===== src/rtl/pmem_sync_if.sv =====
// pmem_sync port bundle: one read port, one byte-masked write port,
// plus clear-engine status and error pulse.
interface pmem_sync_if #(
  parameter int DATA_W = 32,
  parameter int ADDR_W = 5
);
  logic                  rd_en;
  logic [ADDR_W-1:0]     rd_addr;
  logic [DATA_W-1:0]     rd_data;
  logic                  rd_valid;
  logic                  wr_en;
  logic [ADDR_W-1:0]     wr_addr;
  logic [DATA_W-1:0]     wr_data;
  logic [DATA_W/8-1:0]   wr_be;
  logic                  busy;
  logic                  err;

  modport master (
    output rd_en, rd_addr,
    output wr_en, wr_addr, wr_data, wr_be,
    input  rd_data, rd_valid, busy, err
  );

  modport slave (
    input  rd_en, rd_addr,
    input  wr_en, wr_addr, wr_data, wr_be,
    output rd_data, rd_valid, busy, err
  );
endinterface


===== src/rtl/pmem_sync.sv =====
// Synchronous 1R1W memory: registered read, byte-lane writes,
// write-first forwarding, range error and post-reset clear engine.
module pmem_sync #(
  parameter int DATA_W         = 32,
  parameter int ADDR_W         = 5,
  parameter int DEPTH          = 32,
  parameter bit CLEAR_ON_RESET = 1'b1
) (
  input  logic       clk,
  input  logic       rst_n,
  pmem_sync_if.slave bus
);

  localparam int NB = DATA_W / 8;
  localparam logic [ADDR_W-1:0] LAST = ADDR_W'(DEPTH - 1);
  localparam logic [ADDR_W:0] LIMIT = (ADDR_W + 1)'(DEPTH);

  typedef enum logic {CLEAR, READY} state_t;

  state_t            state;
  logic [ADDR_W-1:0] clr_ptr;
  logic [DATA_W-1:0] mem [DEPTH];
  logic [DATA_W-1:0] rd_q;
  logic              rd_valid_q;
  logic              err_q;

  logic              rd_oor;
  logic              wr_oor;
  logic              ready;
  logic              wr_ok;
  logic              hit;
  logic [DATA_W-1:0] mask;
  logic [DATA_W-1:0] rd_word;
  logic [DATA_W-1:0] rd_fwd;
  logic              err_d;

  assign ready  = (state == READY);
  assign rd_oor = {1'b0, bus.rd_addr} >= LIMIT;
  assign wr_oor = {1'b0, bus.wr_addr} >= LIMIT;
  assign wr_ok  = ready && bus.wr_en && !wr_oor;
  assign hit    = wr_ok && (bus.wr_addr == bus.rd_addr);

  always_comb begin
    mask = '0;
    for (int i = 0; i < NB; i++)
      mask[8*i +: 8] = {8{bus.wr_be[i]}};
  end

  // Write-first: enabled lanes of a same-address write bypass the array
  always_comb begin
    rd_word = rd_oor ? '0 : mem[bus.rd_addr];
    rd_fwd  = rd_word;
    if (hit)
      rd_fwd = (rd_word & ~mask) | (bus.wr_data & mask);
  end

  always_comb begin
    err_d = 1'b0;
    if (!ready)
      err_d = bus.rd_en || bus.wr_en;
    else
      err_d = (bus.rd_en && rd_oor) || (bus.wr_en && wr_oor);
  end

  always_ff @(posedge clk or negedge rst_n) begin
    if (!rst_n) begin
      state      <= CLEAR_ON_RESET ? CLEAR : READY;
      clr_ptr    <= '0;
      rd_q       <= '0;
      rd_valid_q <= 1'b0;
      err_q      <= 1'b0;
    end else begin
      err_q      <= err_d;
      rd_valid_q <= ready && bus.rd_en;
      if (ready && bus.rd_en)
        rd_q <= rd_fwd;
      if (state == CLEAR) begin
        clr_ptr <= clr_ptr + 1'b1;
        if (clr_ptr == LAST)
          state <= READY;
      end
    end
  end

  // Array has no reset; the clear engine zeroes it instead
  always_ff @(posedge clk) begin
    if (rst_n) begin
      if (state == CLEAR) begin
        mem[clr_ptr] <= '0;
      end else if (wr_ok) begin
        for (int i = 0; i < NB; i++)
          if (bus.wr_be[i])
            mem[bus.wr_addr][8*i +: 8] <= bus.wr_data[8*i +: 8];
      end
    end
  end

  assign bus.rd_data  = rd_q;
  assign bus.rd_valid = rd_valid_q;
  assign bus.busy     = (state == CLEAR);
  assign bus.err      = err_q;

endmodule


===== src/flat_wrapper.sv =====
// flat-port wrapper written by rule: the top's interface ports become plain ports
module pmem_sync_flat 
#(
  parameter int DATA_W         = 32,
  parameter int ADDR_W         = 5,
  parameter int DEPTH          = 32,
  parameter bit CLEAR_ON_RESET = 1'b1
)
  (clk, rst_n, bus_rd_en, bus_rd_addr, bus_wr_en, bus_wr_addr, bus_wr_data, bus_wr_be, bus_rd_data, bus_rd_valid, bus_busy, bus_err);
  pmem_sync_if #(.DATA_W(DATA_W), .ADDR_W(ADDR_W)) bus_i ();
  input  logic clk;
  input  logic rst_n;
  input wire logic [$bits(bus_i.rd_en)-1:0] bus_rd_en;
  input wire logic [$bits(bus_i.rd_addr)-1:0] bus_rd_addr;
  input wire logic [$bits(bus_i.wr_en)-1:0] bus_wr_en;
  input wire logic [$bits(bus_i.wr_addr)-1:0] bus_wr_addr;
  input wire logic [$bits(bus_i.wr_data)-1:0] bus_wr_data;
  input wire logic [$bits(bus_i.wr_be)-1:0] bus_wr_be;
  output wire logic [$bits(bus_i.rd_data)-1:0] bus_rd_data;
  output wire logic [$bits(bus_i.rd_valid)-1:0] bus_rd_valid;
  output wire logic [$bits(bus_i.busy)-1:0] bus_busy;
  output wire logic [$bits(bus_i.err)-1:0] bus_err;
  assign bus_i.rd_en = bus_rd_en;
  assign bus_i.rd_addr = bus_rd_addr;
  assign bus_i.wr_en = bus_wr_en;
  assign bus_i.wr_addr = bus_wr_addr;
  assign bus_i.wr_data = bus_wr_data;
  assign bus_i.wr_be = bus_wr_be;
  assign bus_rd_data = bus_i.rd_data;
  assign bus_rd_valid = bus_i.rd_valid;
  assign bus_busy = bus_i.busy;
  assign bus_err = bus_i.err;
  pmem_sync #(.DATA_W(DATA_W), .ADDR_W(ADDR_W), .DEPTH(DEPTH), .CLEAR_ON_RESET(CLEAR_ON_RESET)) u_core (.clk(clk), .rst_n(rst_n), .bus(bus_i));
endmodule

===== config.mk =====
export PLATFORM = sky130hd
export DESIGN_NAME = pmem_sync_flat
export DESIGN_NICKNAME = d
export VERILOG_FILES = /design/src/rtl/pmem_sync_if.sv /design/src/rtl/pmem_sync.sv /design/src/flat_wrapper.sv
export SDC_FILE = /design/constraint.sdc
export NUM_CORES = 1
export LEC_CHECK = 0
export ABC_AREA = 1
export CELL_PAD_IN_SITES_DETAIL_PLACEMENT = 1
export CELL_PAD_IN_SITES_GLOBAL_PLACEMENT = 2
export CORE_MARGIN = 2
export CORE_UTILIZATION = 45
export DETAILED_ROUTE_END_ITERATION = 8
export HOLD_SLACK_MARGIN = 0.06
export PLACE_DENSITY_LB_ADDON = 0.3
export REMOVE_ABC_BUFFERS = 1
export SLEW_MARGIN = 20
export SYNTH_ARGS = -nofsm -noshare
export SYNTH_HDL_FRONTEND = slang
export SYNTH_SLANG_ARGS = --single-unit

===== constraint.sdc =====
create_clock -name clk -period 7.83 [get_ports clk]
set_clock_uncertainty 0.15 [all_clocks]
set_input_delay 1.566 -clock clk [delete_from_list [all_inputs] [get_ports clk]]
set_output_delay 1.566 -clock clk [all_outputs]
set_load 0.1 [all_outputs]

==> results of run 1 <==
## flip-flops by register name (all words and copies together), names as in the netlist
register	count
u_core.ready	1
u_core.mem	1024
u_core.bus.err	1
u_core.clr_ptr	5
u_core.bus.rd_valid	1
u_core.bus.rd_data	32
## power by group
part,internal (mW),total [mW],switching [mW]
logic,0.223,1.13,0.907
clock network,3.09,5.33,2.24
registers,6.31,6.32,0.0170
## through the flow
stage / cells / util, % / setup slack, ns / hold WS, ns
after global placement: 5767 / 47.5 / 1.65 / 0.312
after CTS: 5975 / 51.1 / 2.12 / 0.336
final: 5977 / 51.3 / 2.00 / 0.330
after floorplan: 4276 / - / 1.35 / 0.347
after detailed placement: 5767 / 47.5 / 1.48 / 0.318
after global routing: 5977 / 51.3 / 1.86 / 0.356
## final timing paths
kind                                   startpoint                endpoint  slack (ns)
max                                         rst_n      u_core.mem[21][29]        2.00
min                        u_core.bus.rd_data[22]  u_core.bus.rd_data[22]        0.33
max reg2reg                          u_core.ready      u_core.mem[21][29]        2.73
min reg2reg                u_core.bus.rd_data[22]  u_core.bus.rd_data[22]        0.33
max in group asynchronous                   rst_n  u_core.bus.rd_data[13]        6.06
min in group asynchronous                   rst_n  u_core.bus.rd_data[29]        0.71
## final cells by class
| cell class | count | area [um^2] | area share, % |
|---|---|---|---|
| flip-flops and latches | 1064 | 31800 | 60.7 |
| repair buffers | 125 | 1230 | 2.35 |
| inverters | 569 | 2150 | 4.11 |
| well taps | 1368 | 1710 | 3.27 |
| multi-input cells | 2643 | 11900 | 22.6 |
| clock buffers | 135 | 2940 | 5.62 |
| clock inverters | 73 | 703 | 1.34 |
## worst max-delay path, cell delays in order
cell	delay, ns
buf_4	0.22
inv_1	0.25
nor3_1	0.12
nor2_1	0.25
nand2_4	0.19
inv_2	0.77
nand2_1	0.11
nand2_1	0.18
nand2_2	0.66
buf_4	0.56
nor3_1	0.94
## routing by layer
layer | vias to the layer above | global-route usage, % | part of all wire, % | wire length, um
met5 | - | 0 | 0.019 | 27
met4 | 4 | 6.73 | 2.1 | 2930
met3 | 170 | 3.52 | 5.1 | 7060
met2 | 791 | 43.7 | 48 | 66900
met1 | 16000 | 36.5 | 45 | 62500
li1 | 14900 | - | - | -
## placed cells by master, fill, tap and decap left out, types with 2 or more instances in the layout
cell type,netlist,layout
xor2_1,2,2
clkinv_1,2,23
nand3_1,705,705
clkbuf_16,0,114
dfrtp_1,40,40
o21ai_1,3,3
o21ai_2,3,3
buf_12,0,5
nand3_2,8,8
nand2_2,1,3
o22ai_1,2,2
buf_4,3,37
nand2_4,2,5
nor2_1,112,76
clkinv_2,0,28
o21ai_0,34,34
clkinvlp_4,0,4
inv_8,0,2
clkbuf_1,189,20
nor2_2,0,3
a21oi_1,33,33
edfxtp_1,1024,1024
clkdlybuf4s50_1,0,78
clkinv_4,0,3
ha_1,2,2
nand2_1,1600,1595
nor2_4,0,33
nor3_2,37,78
nor3_1,96,55
inv_1,560,559
inv_6,0,2
inv_2,7,6
bufinv_16,0,13
buf_8,0,2
## cells in the mapped netlist, types with 2 or more instances
master / count / area (um^2)
nor3_2: 37 / 370
nor3_1: 96 / 480
buf_1: 40 / 150
inv_1: 560 / 2100
inv_2: 7 / 26.3
buf_4: 3 / 22.5
clkbuf_1: 189 / 709
buf_2: 17 / 85.1
dfrtp_1: 40 / 1000
o22ai_1: 2 / 12.5
ha_1: 2 / 25.0
o21ai_2: 3 / 26.3
clkinv_1: 2 / 7.51
nand3_1: 705 / 3530
nand2_1: 1600 / 6010
edfxtp_1: 1024 / 30700
nand2_4: 2 / 22.5
nor2_1: 112 / 420
a21oi_1: 33 / 165
buf_6: 12 / 135
o21ai_1: 3 / 15.0
xor2_1: 2 / 17.5
o21ai_0: 34 / 170
nand3_2: 8 / 80.1
## logic make-up (layout without fill, tap and decap cells)
family	Yosys count	count (layout)	synth area share, %
AND/OR/NAND/NOR	2563	2563	23.6
adder cells (fa/ha/maj)	2	2	0.0540
buffers and inverters	830	902	6.99
AO/OA/AOI/OAI	75	75	0.839
XOR/XNOR	3	3	0.0567
flip-flops	1064	1064	68.5
==> flow_summary.ini, run 1 <==
[logic_synthesis]
seq_area_frac_synth_pct = 68.5
ys_ff_latch = 1064
ys_types = 28
synth_flop_cell = edfxtp_1
syn_area_um2 = 46400
ys_async_sr_fraction_pct = 3.76
synth_area_per_cell_um2 = 10.2
yosys_warnings = 0
syn-instance-count = 4537
synth_edf_count = 1024

[timing]
slew_headroom_pct = 24.1
setup_viol = 0
timing.final.crit_share_pct = 74.4
hold_viol_final = 0
period_minus_slack_ns = 5.83
timing.setup.tns_ns = 0
rsz0062_at_grt = no
slew_violations = 0
worst_pin_slew_ns = 1.14
fmax_ghz = 0.172

[clock_tree]
clk_latency_ns = 0.69
holdBufCountCts = 0
clock_path_buffers = 3
cts_buffers = 110
tritoncts = done
cts.repair.resized = 0
cts.sinks = 1064
path_clk_slew_ns = 0.06
root_buffer = clkbuf_16
cts-htree-levels = 3
post_cts_buffers = 0

[worst_setup_path]
critPathMaxFanout = 26
arrival_ns = 5.97
start_kind = primary input
crit_type = in2reg
required_ns = 7.98
r2r_cells = 10
endpoint_kind = register

[global_routing]
track_usage_pct = 26.3
grt_pass1_vias = 32800
overflow = 0
grt_antenna_before_repair = 3
grt_max_degree = 184
grt_pass1_wl_mm = 209

[placement]
dpl_cell_area_um2 = 48500
dp_hpwl_mm = 80.7
portBuffers = 84
gp_congestion = 0.800

[pwr]
fin_total_pwr_mw = 12.8
p_per_area_nw_per_um2 = 244
leakage_nw = 21.4
peakVddDrop_mv = 0.203

[die]
die_x_um = 325
rows = 117
dieArea_um2 = 106000
initial_core_util_pct = 45.4
die_h_um = 325
core-area_um2 = 102000
io_pins = 85

[routing]
drtAntennaViolNets = 0
via_per_inst = 5.32
wl_mm = 139
drtIter0Drc = 2753
wl_per_cell_um = 23.3
vias = 31800
first_pass_iters = 7
route.detailed.drc = 0

[final_layout]
n_antenna_cell = 0
layout-drive-gt1-share_pct = 7.72
areaGrowthSynthToFinish_pct = 12.9
fill_cells = 11100
final_area_um2 = 52300
nets = 4565

[outcome]
status = completed

[flow_run]
maxCapViolCount = 0

[min_path]
hold_path_depth = 2
hold_class = reg2reg
Note: power is estimated with default switching activity, not from simulation.
==> run 2: changes to the inputs <==
--- a/config.mk
+++ b/config.mk
@@ -9,7 +9,7 @@
 export CELL_PAD_IN_SITES_DETAIL_PLACEMENT = 1
 export CELL_PAD_IN_SITES_GLOBAL_PLACEMENT = 2
 export CORE_MARGIN = 2
-export CORE_UTILIZATION = 45
+export CORE_UTILIZATION = 41
 export DETAILED_ROUTE_END_ITERATION = 8
 export HOLD_SLACK_MARGIN = 0.06
 export PLACE_DENSITY_LB_ADDON = 0.3
==> constraint.sdc (replaced) <==
create_clock -name clk -period 5.5 [get_ports clk]
set_clock_uncertainty 0.15 [all_clocks]
set_input_delay 1.1 -clock clk [delete_from_list [all_inputs] [get_ports clk]]
set_output_delay 1.1 -clock clk [all_outputs]
set_load 0.1 [all_outputs]
==> flow_summary.ini, run 2 (same netlist as run 1, synthesis figures left out) <==
[die]
io_pins = 85
rows = 123
core-area_um2 = 112000
die_h_um = 340
dieArea_um2 = 116000
die_x_um = 340
initial_core_util_pct = 41.3

[timing]
holdWs_ns = 0.326
period_minus_slack_ns = 4.24
worst_pin_slew_ns = 1.06
setup_viol = 0
timing.final.crit_share_pct = 77.1
setup_ws_ns = 1.26
hold_viol_final = 0
slew_violations = 0
slew_headroom_pct = 28.9
fmax_ghz = 0.236
rsz0062_at_grt = no
timing.setup.tns_ns = 0

[routing]
route.detailed.drc = 0
wl_per_cell_um = 22.5
wl_mm = 141
drtAntennaViolNets = 0
drtIter0Drc = 2413
via_per_inst = 5.16
first_pass_iters = 5
vias = 32300

[global_routing]
grt_pass1_vias = 33800
track_usage_pct = 24.4
grt_antenna_before_repair = 0
overflow = 0
grt_max_degree = 144
grt_pass1_wl_mm = 213

[worst_setup_path]
endpoint_kind = output pin
r2r_end = u_core.mem[4][4]
critPathMaxFanout = 9
reg2reg_from = u_core.ready
start_kind = register
cpPeakStageDelay_ns = 1.21
crit_type = reg2out
cp_slowest_cell = clkdlybuf4s50_1
r2r_cells = 9
required_ns = 4.25
cp_num_buf_inv = 3
arrival_ns = 2.99
path_cells = buf_4, inv_1, clkdlybuf4s50_1
crit_family = buffers and inverters
timing.reg2reg.setup_slack_ns = 1.72

[min_path]
hold_path_depth = 2
min_to = u_core.bus.rd_data[22]
hold_class = reg2reg
min_from = u_core.bus.rd_data[22]

[clock_tree]
root_buffer = clkbuf_16
holdBufCountCts = 0
clock_path_buffers = 3
tritoncts = done
path_clk_slew_ns = 0.06
post_cts_buffers = 0
clk_latency_ns = 0.70
cts_buffers = 114
cts.sinks = 1064
cts.repair.resized = 0
cts-htree-levels = 3

[placement]
dp_hpwl_mm = 86.8
gp_congestion = 0.783
dpl_cell_area_um2 = 49700
placedCellCount = 6050
post-place-ws_ns = 0.639
portBuffers = 84

[pwr]
switching_share_pct = 24.3
combPwrFrac_pct = 9.0
seqPwrFrac_pct = 49.1
intPower_mw = 13.9
p_sw_mw = 4.46
p_per_area_nw_per_um2 = 342
leakage_nw = 22.2
peakVddDrop_mv = 0.233
clockPowerShare_pct = 41.9
fin_total_pwr_mw = 18.3

[final_layout]
final_cell_mix = 1595 x nand2_1, 1024 x edfxtp_1, 705 x nand3_1
multi_input_area_um2 = 11500
final_common_cell = nand2_1
stdcell_count = 6265
top_register = u_core.mem
areaGrowthSynthToFinish_pct = 15.5
final_core_util_pct = 47.6
nets = 4718
register_area_um2 = 31800
largest_register_ffs = 1024
final_area_um2 = 53500
fill_cells = 12300
layout-drive-gt1-share_pct = 9.97

[flow_run]
maxCapViolCount = 0

[outcome]
status = completed
run 2: changes by cell type in the layout (fill, tap and decap cells not counted), sizes merged:
| cell | change |
|---|---|
| clkbuf | +16 |
| clkinv | -8 |
| diode | +1 |
| bufinv | -2 |
| buf | +149 |
run 2: cell type report:
type                       count  share of cell area (%)
sequential                  1064                    59.3
multi-input combinational   2643                    21.6
clock buffer                 151                    5.88
timing repair buffer         274                    4.61
inverter                     569                    4.03
tap                         1500                    3.51
clock inverter                63                    1.10
antenna                        1                 0.00468
run 2: worst min-delay path: cells and delay by family, from the launching register on:
family           cells  cell delay [ns]
flip-flops           1             0.34
AND/OR/NAND/NOR      2             0.10
run 2: power groups by stage:
stage	combinational (mW)	clock (mW)	sequential [mW]
floorplan	0.615	0	9.40
global placement	1.62	0	9.16
detailed placement	1.65	0	9.16
CTS	1.65	7.82	8.99
global route	1.76	8.12	8.99
finish	1.64	7.67	8.99
run 2: how the worst max path moves through the flow:
| stage | start | end | slack (ns) | cells past startpoint |
|---|---|---|---|---|
| finish | u_core.ready | bus_busy | 1.26 | 3 |
| global route | bus_wr_en | u_core.mem[4][5] | 1.16 | 10 |
| CTS | u_core.ready | bus_busy | 1.22 | 3 |
| detailed placement | bus_wr_en | u_core.mem[11][25] | 0.64 | 9 |
| global placement | bus_wr_en | u_core.mem[11][24] | 0.74 | 9 |
| floorplan | bus_rd_addr[0] | u_core.bus.rd_data[15] | -0.51 | 9 |
run 2: metal layers:
layer | global-route usage [%] | vias up | wire length, um
met1 | 33.9 | 16200 | 63200
met2 | 40.0 | 810 | 66900
met4 | 6.97 | 0 | 3340
met5 | 0 | - | 0
li1 | - | 15200 | -
met3 | 3.45 | 175 | 7330
